==> src/rtl/elevator_motion_pkg.sv <==
// Shared definitions for the elevator goal-floor selector and the car-motion controller.
// Holds the floor label encodings, the motion state enum, default timing constants and
// small floor decode helpers. Both blocks must use these labels so their encodings agree.
package elevator_pkg;

    typedef logic [1:0] floor_t;

    localparam floor_t labelF1 = 2'b00;
    localparam floor_t labelF2 = 2'b01;
    localparam floor_t labelF3 = 2'b10;
    // 2'b11 is never a legal floor; the selector may present it as "no goal".
    localparam floor_t FloorInvalid = 2'b11;

    localparam int unsigned TravelCyclesDefault = 8;
    localparam int unsigned DoorCyclesDefault   = 4;

    typedef enum logic [1:0] {
        StIdle,
        StMove,
        StDoor
    } motion_state_e;

    // One-hot {f3, f2, f1} for a floor label; zero for the invalid code.
    function automatic logic [2:0] floor_onehot(input floor_t f);
        logic [2:0] oh;
        oh = 3'b000;
        case (f)
            labelF1: oh = 3'b001;
            labelF2: oh = 3'b010;
            labelF3: oh = 3'b100;
            default: oh = 3'b000;
        endcase
        return oh;
    endfunction

    // Pending-request LED for a floor label, leds = {led3, led2, led1}.
    function automatic logic led_of(input floor_t f, input logic [2:0] leds);
        return |(floor_onehot(f) & leds);
    endfunction

endpackage

==> src/rtl/elevator_motion_if.sv <==
// Bundle between the goal-floor selector and the car-motion controller.
//   gf            goal floor from the selector (2'b11 = no valid goal)
//   led1..led3    pending-request LEDs from the request latch
//   floor         current car floor, fed back to the selector
//   move_handler  car is moving; the selector freezes gf while high
//   dir_up        travel direction, meaningful only while move_handler is high
//   door_open     door is open
//   clr1..clr3    one-cycle request-clear pulses to the latch
// master = selector/latch side, slave = motion controller side.
interface elevator_motion_if;
    import elevator_pkg::*;

    floor_t gf;
    logic   led1;
    logic   led2;
    logic   led3;
    floor_t floor;
    logic   move_handler;
    logic   dir_up;
    logic   door_open;
    logic   clr1;
    logic   clr2;
    logic   clr3;

    modport master (
        output gf, led1, led2, led3,
        input  floor, move_handler, dir_up, door_open, clr1, clr2, clr3
    );

    modport slave (
        input  gf, led1, led2, led3,
        output floor, move_handler, dir_up, door_open, clr1, clr2, clr3
    );

endinterface

==> src/rtl/elevator_motion_cycle_timer.sv <==
// Loadable up-counter with a terminal-count flag, shared by the travel and door phases.
//   clk, rst_n  clock and synchronous active-low reset
//   clear_i     force the count to zero on the next edge (wins over inc_i)
//   inc_i       advance the count by one
//   last_i      terminal value to compare against
//   done_o      count currently equals last_i
module cycle_timer #(
    parameter int unsigned Width = 3
) (
    input  logic             clk,
    input  logic             rst_n,
    input  logic             clear_i,
    input  logic             inc_i,
    input  logic [Width-1:0] last_i,
    output logic             done_o
);

    logic [Width-1:0] count_q, count_d;

    always_comb begin
        count_d = count_q;
        if (clear_i) begin
            count_d = '0;
        end else if (inc_i) begin
            count_d = count_q + Width'(1);
        end
    end

    always_ff @(posedge clk) begin
        if (!rst_n) begin
            count_q <= '0;
        end else begin
            count_q <= count_d;
        end
    end

    assign done_o = (count_q == last_i);

endmodule

==> src/rtl/elevator_motion.sv <==
// Car-motion controller downstream of the goal-floor selector.
// Steps the car one floor per TRAVEL_CYCLES toward a latched target, opens the door for
// DOOR_CYCLES on arrival (or on a request at the current floor) and pulses the matching
// request clear in the first door cycle. All outputs are registered.
//   clk, rst_n  clock and synchronous active-low reset
//   bus         slave side of elevator_motion_if (gf/leds in, floor/status/clears out)
module elevator_motion
    import elevator_pkg::*;
#(
    parameter int unsigned TRAVEL_CYCLES = TravelCyclesDefault,
    parameter int unsigned DOOR_CYCLES   = DoorCyclesDefault
) (
    input  logic              clk,
    input  logic              rst_n,
    elevator_motion_if.slave  bus
);

    localparam int unsigned MaxCycles = (TRAVEL_CYCLES > DOOR_CYCLES) ? TRAVEL_CYCLES
                                                                      : DOOR_CYCLES;
    localparam int unsigned TimerW    = (MaxCycles > 1) ? $clog2(MaxCycles) : 1;
    localparam logic [TimerW-1:0] TravelLast = TimerW'(TRAVEL_CYCLES - 1);
    localparam logic [TimerW-1:0] DoorLast   = TimerW'(DOOR_CYCLES - 1);

    motion_state_e state_q, state_d;
    floor_t        floor_q, floor_d;
    floor_t        tgt_q, tgt_d;
    logic          move_q, move_d;
    logic          dir_up_q, dir_up_d;
    logic          door_q, door_d;
    logic [2:0]    clr_q, clr_d;

    logic              timer_clear;
    logic              timer_inc;
    logic              timer_done;
    logic [TimerW-1:0] timer_last;

    logic [2:0] leds;
    logic       req_here;
    logic       req_gf;
    logic       gf_ok;
    floor_t     floor_step;

    assign leds     = {bus.led3, bus.led2, bus.led1};
    assign req_here = led_of(floor_q, leds);
    assign req_gf   = led_of(bus.gf, leds);
    assign gf_ok    = (bus.gf != FloorInvalid) && (bus.gf != floor_q);
    // Direction is set toward a valid target, so the step never leaves F1..F3.
    assign floor_step = dir_up_q ? floor_q + 2'd1 : floor_q - 2'd1;
    assign timer_last = (state_q == StMove) ? TravelLast : DoorLast;

    cycle_timer #(
        .Width (TimerW)
    ) u_timer (
        .clk     (clk),
        .rst_n   (rst_n),
        .clear_i (timer_clear),
        .inc_i   (timer_inc),
        .last_i  (timer_last),
        .done_o  (timer_done)
    );

    always_comb begin
        state_d     = state_q;
        floor_d     = floor_q;
        tgt_d       = tgt_q;
        move_d      = move_q;
        dir_up_d    = dir_up_q;
        door_d      = door_q;
        clr_d       = 3'b000;
        timer_clear = 1'b0;
        timer_inc   = 1'b0;

        unique case (state_q)
            StIdle: begin
                // Timer is held at zero so every phase starts counting from 0.
                timer_clear = 1'b1;
                if (req_here) begin
                    state_d = StDoor;
                    door_d  = 1'b1;
                    clr_d   = floor_onehot(floor_q);
                end else if (gf_ok && req_gf) begin
                    state_d  = StMove;
                    tgt_d    = bus.gf;
                    dir_up_d = (bus.gf > floor_q);
                    move_d   = 1'b1;
                end
            end
            StMove: begin
                if (timer_done) begin
                    timer_clear = 1'b1;
                    floor_d     = floor_step;
                    if (floor_step == tgt_q) begin
                        state_d = StDoor;
                        move_d  = 1'b0;
                        door_d  = 1'b1;
                        clr_d   = floor_onehot(floor_step);
                    end
                end else begin
                    timer_inc = 1'b1;
                end
            end
            StDoor: begin
                if (timer_done) begin
                    timer_clear = 1'b1;
                    state_d     = StIdle;
                    door_d      = 1'b0;
                end else begin
                    timer_inc = 1'b1;
                end
            end
            default: begin
                timer_clear = 1'b1;
                state_d     = StIdle;
                move_d      = 1'b0;
                door_d      = 1'b0;
            end
        endcase
    end

    always_ff @(posedge clk) begin
        if (!rst_n) begin
            state_q  <= StIdle;
            floor_q  <= labelF1;
            tgt_q    <= labelF1;
            move_q   <= 1'b0;
            dir_up_q <= 1'b0;
            door_q   <= 1'b0;
            clr_q    <= 3'b000;
        end else begin
            state_q  <= state_d;
            floor_q  <= floor_d;
            tgt_q    <= tgt_d;
            move_q   <= move_d;
            dir_up_q <= dir_up_d;
            door_q   <= door_d;
            clr_q    <= clr_d;
        end
    end

    assign bus.floor        = floor_q;
    assign bus.move_handler = move_q;
    assign bus.dir_up       = dir_up_q;
    assign bus.door_open    = door_q;
    assign bus.clr1         = clr_q[0];
    assign bus.clr2         = clr_q[1];
    assign bus.clr3         = clr_q[2];

endmodule

==> src/flat_wrapper.sv <==
// flat-port wrapper written by rule: the top's interface ports become plain ports
module elevator_motion_flat import elevator_pkg::*;
#(
    parameter int unsigned TRAVEL_CYCLES = TravelCyclesDefault,
    parameter int unsigned DOOR_CYCLES   = DoorCyclesDefault
)
  (clk, rst_n, bus_gf, bus_led1, bus_led2, bus_led3, bus_floor, bus_move_handler, bus_dir_up, bus_door_open, bus_clr1, bus_clr2, bus_clr3);
  elevator_motion_if bus_i ();
  input  logic clk;
  input  logic rst_n;
  input wire logic [$bits(bus_i.gf)-1:0] bus_gf;
  input wire logic [$bits(bus_i.led1)-1:0] bus_led1;
  input wire logic [$bits(bus_i.led2)-1:0] bus_led2;
  input wire logic [$bits(bus_i.led3)-1:0] bus_led3;
  output wire logic [$bits(bus_i.floor)-1:0] bus_floor;
  output wire logic [$bits(bus_i.move_handler)-1:0] bus_move_handler;
  output wire logic [$bits(bus_i.dir_up)-1:0] bus_dir_up;
  output wire logic [$bits(bus_i.door_open)-1:0] bus_door_open;
  output wire logic [$bits(bus_i.clr1)-1:0] bus_clr1;
  output wire logic [$bits(bus_i.clr2)-1:0] bus_clr2;
  output wire logic [$bits(bus_i.clr3)-1:0] bus_clr3;
  assign bus_i.gf = bus_gf;
  assign bus_i.led1 = bus_led1;
  assign bus_i.led2 = bus_led2;
  assign bus_i.led3 = bus_led3;
  assign bus_floor = bus_i.floor;
  assign bus_move_handler = bus_i.move_handler;
  assign bus_dir_up = bus_i.dir_up;
  assign bus_door_open = bus_i.door_open;
  assign bus_clr1 = bus_i.clr1;
  assign bus_clr2 = bus_i.clr2;
  assign bus_clr3 = bus_i.clr3;
  elevator_motion #(.TRAVEL_CYCLES(TRAVEL_CYCLES), .DOOR_CYCLES(DOOR_CYCLES)) u_core (.clk(clk), .rst_n(rst_n), .bus(bus_i));
endmodule
==> config.mk <==
export PLATFORM = sky130hd
export DESIGN_NAME = elevator_motion_flat
export DESIGN_NICKNAME = d
export VERILOG_FILES = /design/src/rtl/elevator_motion_pkg.sv /design/src/rtl/elevator_motion_if.sv /design/src/rtl/elevator_motion_cycle_timer.sv /design/src/rtl/elevator_motion.sv /design/src/flat_wrapper.sv
export SDC_FILE = /design/constraint.sdc
export NUM_CORES = 1
export LEC_CHECK = 0
export CAP_MARGIN = 10
export CORE_MARGIN = 4
export CORE_UTILIZATION = 50
export CTS_CLUSTER_DIAMETER = 60
export DETAILED_ROUTE_END_ITERATION = 10
export PLACE_DENSITY = 0.71
export SLEW_MARGIN = 20
export SYNTH_ARGS = -nofsm -noshare
export SYNTH_HDL_FRONTEND = slang
export SYNTH_HIERARCHICAL = 1
export SYNTH_SLANG_ARGS = --single-unit
==> constraint.sdc <==
create_clock -name clk -period 2.1 [get_ports clk]
set_input_delay 0.42 -clock clk [delete_from_list [all_inputs] [get_ports clk]]
set_output_delay 0.42 -clock clk [all_outputs]
set_load 0.01 [all_outputs]
==> results of run 1 <==
## worst register-to-register path: stages, from the launching register on
cell	delay [ps]
dfxtp_2	390
inv_1	110
ha_1	330
xnor3_1	230
o21ai_1	200
o21ai_0	190
nor2_1	200
and3b_1	190
## cell families after synthesis
kind of cell               count (synthesis)
muxes                                      4
and+or+nand+nor                           30
adders and majority gates                  9
other                                      1
AOI/OAI and AO/OA                         21
buffers and inverters                     12
DFF                                       15
xor gates and xnor gates                   8
## worst max path at each step
stage	start	endpoint	slack [ps]	cells after the start
after floorplan	u_core/bus.floor[0]	u_core/bus.dir_up	100	7
after global placement	bus_gf[0]	u_core/state_q[1]	-210	8
after detailed placement	bus_gf[0]	u_core/state_q[1]	-260	8
after CTS	u_core/bus.floor[0]	u_core/state_q[0]	50	7
after global routing	u_core/state_q[1]	u_core/bus.move_handler	5	8
final	bus_gf[0]	u_core/state_q[1]	110	8
## registers in the layout, summed over array words and instances, names as in the netlist
name                     count
u_core/bus.dir_up            1
u_core/bus.door_open         1
u_core/bus.floor             2
u_core/bus.move_handler      1
u_core/clr_q                 3
u_core/state_q               2
u_core/tgt_q                 2
u_core/u_timer/count_q       3
## through the flow
stage	hold WS (ps)	util (%)
floorplan	479	-
CTS	477	69.5
global placement	446	68.0
finish	472	70.3
detailed placement	464	68.0
global route	498	70.3
## power by group through the flow
| stage | logic [mW] | registers, mW | clock network (mW) |
|---|---|---|---|
| final | 0.469 | 0.357 | 0.171 |
| after global routing | 0.521 | 0.361 | 0.186 |
| after CTS | 0.466 | 0.356 | 0.179 |
| after detailed placement | 0.463 | 0.363 | 0 |
| after global placement | 0.457 | 0.362 | 0 |
| after floorplan | 0.301 | 0.370 | 0 |
## cell type report
type | instances | area, µm²
repair buffers | 26 | 230
clock buffers | 4 | 26.3
flip-flops and latches | 15 | 302
well taps | 25 | 31.3
fillers | 170 | 519
inverters | 11 | 41.3
multi-input cells | 74 | 596
## placed cells by master, fill, tap and decap left out, types with 4 or more instances in the layout
cell type and n:
o21ai_0 4, dfxtp_1 14, nand2_1 6, inv_1 11
xnor2_1 4, buf_4 12, nor2_1 8, ha_1 8
mux2i_1 4, clkdlybuf4s50_1 14
## per-layer routing
metal  vias up  GRT usage (%)  routed length, µm
met1       364           20.6                968
met3         4           4.96                 76
met2        20           23.8                847
met5         -              0                  0
met4         0           9.42                 29
li1        407              -                  -
==> run summary, run 1 <==
H-tree level count: 1. The run gives 100 as the count of mapped cells out of synthesis. Clock tree synthesis inserted a total of 3 buffers. Setup slack on the critical path of the routed design comes to 109 ps. Clock tree synthesis selected as its root buffer the cell clkbuf_4.

The synthesized netlist devotes 18.3% of its cell area to compound gates. For the post-cts hold buffer count, the log shows 0. In this run the post-CTS setup repair buffer count came out at 0. In this run, synthesis inferred 0 flip-flops with an integrated enable. The run gives 3140 µm as the global-route wire length before repair. The required time of the critical path was 2300 ps; the net switching fraction of the power was 35.4%. The post-detailed-placement cell area was 1190 µm².

The predominant post-synthesis flop cell was dfxtp_1. The part of the power in the clock network was 17.2%; the final non-filler cell area was 1230 µm². The largest family of logic cells by synthesized area is simple AND/OR/NAND/NOR gates. For the worst-skew pair, the clock arrives at the later sink with an insertion delay of 290 ps.

The final route contains 795 vias. Once placement completed, the tool counted placed cells totaling 151. For the part of the power in combinational logic, the log shows 47.0%. The number of gates resized after cts was 0. The run gives 180 ps as the worst setup slack for register-to-register paths. After synthesis the cells add up to 925 µm².

The final critical-path share of the clock period is 94.8%, and the async set-or-reset flop fraction in the synthesized netlist is 0%. For the highest clock frequency the design can meet, the log shows 502 MHz. The flow ran to the end, and the final reports show no timing, DRC or antenna violations.

The fraction of synthesized cell area in xor and xnor cells was 9.07%. The design internal power was 0.644 mW. Traced cell by cell, the critical path runs through clkdlybuf4s50_1 > inv_1 > ha_4 > a221oi_2 > buf_4 > nand3_1 > a221o_1 > o211a_1.

The height of the die was 51.0 µm. Via count of the first global-routing pass: 744. In this run the critical register-to-register path is launched from u_core/bus.floor[0].

For the final net count, the log shows 147. The slowest library cell on the worst path is clkdlybuf4s50_1. The area enclosed by the die boundary was 2600 µm²; the final estimated routing congestion in global placement was 0.789.

The total power is 0.997 mW, and the worst path buffer plus inverter count is 3. OpenSTA, run right after detailed placement, puts the worst setup slack at -263 ps. Across the run, the number of max-cap violations was 0. For this design the total switching power over the nets is 0.353 mW. TritonCTS built the clock tree.

The mean area per synthesized cell was 9.25 µm². Hold violation total from the final report: 0. The delay of the slowest critical-path stage is 490 ps.

For this run the aggregate overflow at the end of global routing stands at 0. The tools report the first-pass detailed-route iteration total as 4. Data on the critical path arrives at its endpoint at 2190 ps.

Per report_power, the sequential group accounts for 35.8% of the total. The width of the die works out to 51.0 µm. The share of synthesized cell area in and, or, nand and nor gates is 18.4%, and the row count is 15. Synthesis instantiated 35 different standard cells from the library. The number of I/O port buffers works out to 14.

The worst setup path is of the input port to register kind. In this run the tightest slew margin relative to its limit is 67.3%. For the total length of routed wires, the log shows 1920 µm. Summed over all nets, the half-perimeter wirelength after detailed placement is 1510 µm.

IR analysis of the VDD net gives a maximum drop of 0.486 mV. In the final layout, the share of cells above drive strength 1 is 19.2%. The average wire per standard cell came out at 12.4 µm.

In this run, synthesis produced a sequential element count of 15. The worst-path maximum fanout is 3. For this run, the number of standard cells in the final layout without fillers is 155. The startpoint of the lowest-slack hold path was u_core/bus.door_open.

After clock tree synthesis, the clock-pin slew on the worst setup and hold paths is 90 ps. By count the netlist is led by dfxtp_1, inv_1, ha_1. Kind of cell adding the most delay to the critical path: buffers and inverters.

Entering global routing, the biggest net connects 9 pins. The detail route stage leaves a number of antenna-violating nets equal to 0. For the final routed database, the setup TNS stands at 0 ps. Dominant cell type by area after synthesis: dfxtp_1.

Yosys printed 6 warnings. For this design the ratio of total power to cell area is 813 nW/µm². By area the synthesized netlist is led by dfxtp_1, ha_1, inv_1.

The number of antenna violations at the first check in global routing came out at 0. The leakage dissipation was 0.514 nW. The worst setup path is launched from an input port. The synthesized netlist devotes 12.2% of its cell area to adder and majority cells. The area share of the leading cell type in the synthesized netlist is 32.5%.

The final-report max-slew violation count was 0; the antenna diode count was 0. In the routed design, unresolved DRC markers number 0. The mux contribution to synthesized area is 4.33%, and the placeable core area is 1750 µm². The count of cells along the worst register-to-register path was 7; the number of cells on the worst hold path was 2. 15 I/O pins were placed. The first routing iteration left 24 violations. The class of the tightest hold or removal check is register to register.

Subtracting the final worst setup slack from the clock period gives 1990 ps. The worst reg2reg path endpoint is u_core/state_q[0]. The longest clock path from root to sink contains 2 buffers.

At the pin with the least slew margin, the transition time is 486 ps. Setup repair after global routing left no endpoint under its margin. The initial cell density of the core was 53.0%; the overall fraction of global-route tracks in use was 16.2%. The most frequent cell after synthesis was dfxtp_1. In the routed layout, each cell is associated on average with a via count of 5.13. Kind of end point of the critical path: a register. Between clock sinks in the finished design, the worst skew comes to 5.38 ps. After synthesis, flip-flops and latches occupy 32.5% of the total area.

The tools report the number of clock sinks as 15. The area growth from synthesis to layout is 32.6%. Setup violations remaining at the end of the flow were counted as 0. The path with the worst hold slack has its endpoint at u_core/bus.door_open.
No activity file was read; power rests on OpenSTA's default activity.
==> run 2: changes to the inputs <==
--- a/config.mk
+++ b/config.mk
@@ -11,6 +11,7 @@
 export CTS_CLUSTER_DIAMETER = 60
 export DETAILED_ROUTE_END_ITERATION = 10
 export PLACE_DENSITY = 0.71
+export SETUP_SLACK_MARGIN = 0.05
 export SLEW_MARGIN = 20
 export SYNTH_ARGS = -nofsm -noshare
 export SYNTH_HDL_FRONTEND = slang
==> constraint.sdc (replaced) <==
create_clock -name clk -period 2.15 [get_ports clk]
set_input_delay 0.43 -clock clk [delete_from_list [all_inputs] [get_ports clk]]
set_output_delay 0.43 -clock clk [all_outputs]
set_load 0.01 [all_outputs]
==> run summary, run 2 (synthesis gave the netlist of run 1 again) <==
The top cell types in the final layout, fill and taps aside, are dfxtp_1, clkdlybuf4s50_1, buf_4. The floorplan step defined a die boundary enclosing 2600 µm². The number of nets with antenna violations after routing came out at 0. The run gives 810 as the via total after detailed routing. The root buffer selected by CTS is clkbuf_4.

The worst-path maximum fanout is 3, and the highest clock frequency the design can meet is 496 MHz. The area growth from synthesis to layout is 32.9%. Setup violations remaining at the end of the flow were counted as 0. The via count of the first global-routing pass is 742, and the count of cells along the worst register-to-register path is 7. After clock tree synthesis, the clock-pin slew on the worst setup and hold paths is 90 ps. For the post-detailed-placement cell area, the log shows 1190 µm². Antenna diode count: 0. With fillers left out, the area of the finished cells amounts to 1230 µm².

The overall fraction of global-route tracks in use came out at 16.3%. The logs give 0 for the count of maximum capacitance violations and 0 for the final-report max-slew violation count. The run gives 147 as the final net count. The critical path in this run is classified as input port to register. The tools report the total half-perimeter wirelength after legalization and detailed placement as 1540 µm.

After detailed routing, the average wire length per cell comes to 12.3 µm. The H-tree level count is 1, and the width of the die is 51.0 µm. The worst setup path is launched from an input port. The tools report the kind of end point of the critical path as a register.

The final estimated routing congestion in global placement is 0.772, and the DRC violation total after the first TritonRoute iteration is 17. The power density over the cells works out to 788 nW/µm². Summed over all cells, the static leakage comes to 0.521 nW. The worst path uses 93.7% of the clock period.

After filler insertion, the fill cell instance count of the layout stands at 136. The number of buffers added by the clock tree synthesis step is 3. The later pin in the worst-skew pair is clocked with a latency of 280 ps. For this run, design rule violations remaining after detail routing come to 0. The longest clock path from root to sink contains 2 buffers. The average vias per placed instance was 5.23. For the post-CTS setup repair buffer count, the log shows 0. The hold violation total from the final report was 0. In this run the most critical hold path is launched from u_core/bus.door_open. The logs give 2190 ps for the signal arrival time at the worst endpoint and 15 for the number of clock sinks. TritonCTS built the clock tree. Overflow left after global routing: 0. Setup repair after global routing left no endpoint under its margin. The flow ran to the end, and the final reports show no timing, DRC or antenna violations. IR analysis of the VDD net gives a maximum drop of 0.462 mV. Row generation in the floorplan step produced 15 rows.

The worst hold path was traced through 2 stages. The height of the die works out to 51.0 µm. The worst setup slack for register-to-register paths is 220 ps, and the largest net degree at the start of global routing is 9. Cells with a size suffix above 1 make up 20.0% of the layout.

The clock arrives with 1.48 ps of skew. The initial cell density of the core is 53.0%. The end point of the worst hold path was u_core/bus.door_open. In this run the critical register-to-register path is launched from u_core/bus.floor[0]. Counting I/O delays and the setup requirement, the final critical path takes 2010 ps. Before antenna repair, the detailed router went through 4 iterations. For the total power, the log shows 0.968 mW. The tools report the global-route wire length before repair as 3240 µm. The run gives 2330 ps as the required time of the critical path. For the number of antenna violations at the first check in global routing, the log shows 0.

The tools report the worst reg2reg path endpoint as u_core/state_q[1]. The boundary pin count was 15. The number of I/O port buffers works out to 14.

The leading cell type in the layout, fill and taps excluded was dfxtp_1. The placeable core area is 1750 µm². The largest registers in the layout are u_core/clr_q x3, u_core/u_timer/count_q x3. The final layout contains routed wiring with a total length of 1910 µm. The class of the tightest hold or removal check is register to register.
==> run 2: cell count changes in the layout (fill, tap and decap cells not counted), sizes merged <==
cell	previous run	this run
clkdlybuf4s50	14	13
dlymetal6s2s	0	1
==> run 2: routing by layer <==
| metal | track usage, % | share of wire [%] |
|---|---|---|
| met5 | 0 | 0 |
| met4 | 5.38 | 0.52 |
| met3 | 3.79 | 5.5 |
| met2 | 25.5 | 45 |
| met1 | 21.9 | 49 |
==> run 2: final cells by class <==
| class | count | area [µm²] | area share [%] |
|---|---|---|---|
| clock buffer | 4 | 26.3 | 2.14 |
| inverter | 11 | 41.3 | 3.36 |
| multi-input combinational | 74 | 596 | 48.5 |
| sequential | 15 | 302 | 24.5 |
| tap | 25 | 31.3 | 2.55 |
| timing repair buffer | 26 | 233 | 18.9 |
==> run 2: worst max-delay path by stage <==
stage / startpoint / endpoint / cells past startpoint
global placement: bus_gf[0] / u_core/state_q[1] / 8
global route: u_core/bus.floor[0] / u_core/state_q[1] / 7
finish: bus_gf[1] / u_core/state_q[1] / 7
floorplan: u_core/bus.floor[0] / u_core/bus.dir_up / 7
detailed placement: bus_gf[0] / u_core/state_q[1] / 8
CTS: u_core/bus.floor[0] / u_core/state_q[0] / 7
==> run 2: power breakdown <==
group | internal, mW | leakage, nW | total [mW] | switching, mW
clock | 0.0719 | 0.0150 | 0.162 | 0.0905
sequential | 0.320 | 0.122 | 0.348 | 0.0284
combinational | 0.237 | 0.384 | 0.457 | 0.221
==> run 2: through the flow <==
step	hold WS, ps	TNS (ps)	util, %	std cells	setup WS (ps)
finish	472	0	70.4	155	136
global route	493	0	70.4	155	67.0
CTS	477	0	70.2	155	62.1
detailed placement	455	-739	68.0	151	-237
global placement	444	-458	68.0	151	-154
floorplan	479	0	-	101	147
==> run 2: what timing repair did <==
action                                  CTS  global route
pin swaps                                 1             1
resized for setup                         1             4
hold buffers                              0             0
endpoints found under the setup margin    1             5
==> run 2: critical path, cell delays in order <==
cell and delay (ps):
clkdlybuf4s50_1 430, ha_1 330, a221oi_2 270, buf_4 170, nand3_1 120, a221o_1 320
o211a_1 120
==> run 3: changes to the inputs <==
--- a/config.mk
+++ b/config.mk
@@ -11,6 +11,7 @@
 export CTS_CLUSTER_DIAMETER = 60
 export DETAILED_ROUTE_END_ITERATION = 10
 export PLACE_DENSITY = 0.71
+export RECOVER_POWER = 100
 export SETUP_SLACK_MARGIN = 0.05
 export SLEW_MARGIN = 20
 export SYNTH_ARGS = -nofsm -noshare
==> run summary, run 3 (synthesis gave the netlist of run 1 again) <==
The clock passes through at most 2 buffers. In this run the register-to-register setup slack is 160 ps. The worst setup path is captured at a register. The number of cells on the worst reg-to-reg path is 7. The worst-case IR drop observed on VDD is 0.458 mV. For this run, design rule violations remaining after detail routing come to 0. The required time of the critical path came out at 2330 ps. After detailed routing, the average wire length per cell comes to 12.4 µm. In this run, CTS created clock tree buffers numbering 3. The final-report max-slew violation count came out at 0.

CTS saw 15 sinks. The number of antenna violations at the first check in global routing came out at 0. The via total after detailed routing was 803; the row count was 15. In this run the worst path has a maximum fanout of 3.

The capture point of the worst path was u_core/state_q[1]. After routing, the total negative slack on setup checks comes to 0 ps. At the worst endpoint, the arrival time is 2200 ps. In the routed layout, each cell is associated on average with a via count of 5.18.

The post-route netlist has 19.2% of its cells at a drive strength greater than 1. TritonCTS built the clock tree. The logs give 0 for the hold violation total from the final report and 1 for the H-tree level count. Number of nets with antenna violations after routing: 0.

The worst setup path is of the input port to register kind. Summed over all layers, the global routing overflow is 0. The post-CTS setup repair buffer count was 0.

In the layout the commonest cells are dfxtp_1, buf_4, inv_1. In this run the count of I/O pins placed on the die edge is 15. Global-route wire length before repair: 3240 µm.

Global routing used 16.3% of the available tracks. The class of the tightest hold or removal check is register to register. The tools report the reg-to-reg startpoint as u_core/bus.floor[0]. The die is 51.0 µm tall. The width of the die works out to 51.0 µm. The library cell used most frequently in the layout, excluding fill and tap cells, is dfxtp_1.

The flow ran to the end, and the final reports show no timing, DRC or antenna violations. The pre-antenna-repair detailed-routing pass consisted of 4 iterations. Clock-pin slew was measured on the worst setup and hold paths at 90 ps. The largest net degree at the start of global routing was 9. The worst setup path is launched from an input port. Across the run, the number of max-cap violations was 0. The number of I/O port buffers came out at 14. The setup clock skew after layout was 1.41 ps; the synthesis-to-finish area growth was 32.6%. The run gives 1930 µm as the total length of routed wires.

The worst path uses 93.9% of the clock period. The die covers 2600 µm². Based on the critical path, the design can be clocked at up to 495 MHz.

For the leakage dissipation, the log shows 0.539 nW. For the DRC violation total after the first TritonRoute iteration, the log shows 13. Power spread over the standard cell area amounts to 776 nW/µm². The floorplan step defined a core boundary enclosing 1750 µm².

Subtracting the final worst setup slack from the clock period gives 2020 ps. Total power for the finished layout comes to 0.952 mW. Setup violations remaining at the end of the flow were counted as 0. For the worst-skew pair, the clock arrives at the later sink with an insertion delay of 280 ps.

The endpoint identified for the worst register-to-register timing path is u_core/state_q[0]. Launching instance or port of the critical path: bus_gf[1]. Detailed placement finished with a half-perimeter wire length of 1540 µm. The logs give 0 for the antenna diode count and 147 for the final net count. The initial utilization of the core area, before any placement, comes to 53.0%. Setup repair after global routing left no endpoint under its margin. At the end of routability-driven placement, the weighted congestion stood at 0.772. In the final layout, the registers with the most flip-flops are u_core/clr_q x3, u_core/u_timer/count_q x3. Clock tree synthesis selected as its root buffer the cell clkbuf_4.

The tools report the via count of the first global-routing pass as 742.
run 3: per-layer routing:
layer	GRT usage (%)	vias up	routed length (µm)	share of wire, %
met2	25.5	20	863	45
met1	21.9	372	957	50
met4	5.38	0	10	0.52
met3	3.79	2	95	4.9
li1	-	409	-	-
met5	0	-	0	0
run 3: metrics by stage:
step           hold slack [ps]  setup WS, ps  area, µm²  util, %  instances
2_1_floorplan              479           147        928        -        101
3_3_place_gp               444          -154       1190     68.0        151
3_5_place_dp               455          -237       1190     68.0        151
4_1_cts                    477          62.1       1220     70.2        155
5_1_grt                    490          36.5       1230     70.3        155
6_report                   469           131       1230     70.3        155
run 3: worst min path at each step:
stage | start | to | slack (ps) | depth (start not counted)
5_1_grt | u_core/bus.door_open | u_core/bus.door_open | 490 | 2
3_5_place_dp | u_core/bus.door_open | u_core/bus.door_open | 460 | 2
3_3_place_gp | u_core/bus.door_open | u_core/bus.door_open | 440 | 2
2_1_floorplan | u_core/bus.door_open | u_core/bus.door_open | 480 | 2
4_1_cts | u_core/bus.door_open | u_core/bus.door_open | 480 | 2
6_report | u_core/bus.door_open | u_core/bus.door_open | 470 | 2
run 3: cell type report:
type,instances,area (µm²)
inverter,11,41.3
sequential,15,302
timing repair buffer,26,233
tap,25,31.3
multi-input combinational,74,593
clock buffer,4,26.3
fill,137,519
run 3: what timing repair did:
action | 4_1_cts | 5_1_grt
endpoints found under the setup margin | 1 | 5
pin swaps | 1 | 1
hold buffers | 0 | 0
cloned | 0 | 0
resized for setup | 1 | 4
run 3: worst max-delay path: stages:
cell,delay (ps)
clkdlybuf4s50_1,430
ha_1,330
a221oi_2,270
buf_4,170
nand3_1,120
a221o_1,320
o211a_1,120
run 3: power by group:
part | total [mW] | internal (mW) | switching (mW)
sequential | 0.347 | 0.320 | 0.0277
clock | 0.162 | 0.0719 | 0.0904
combinational | 0.442 | 0.221 | 0.220
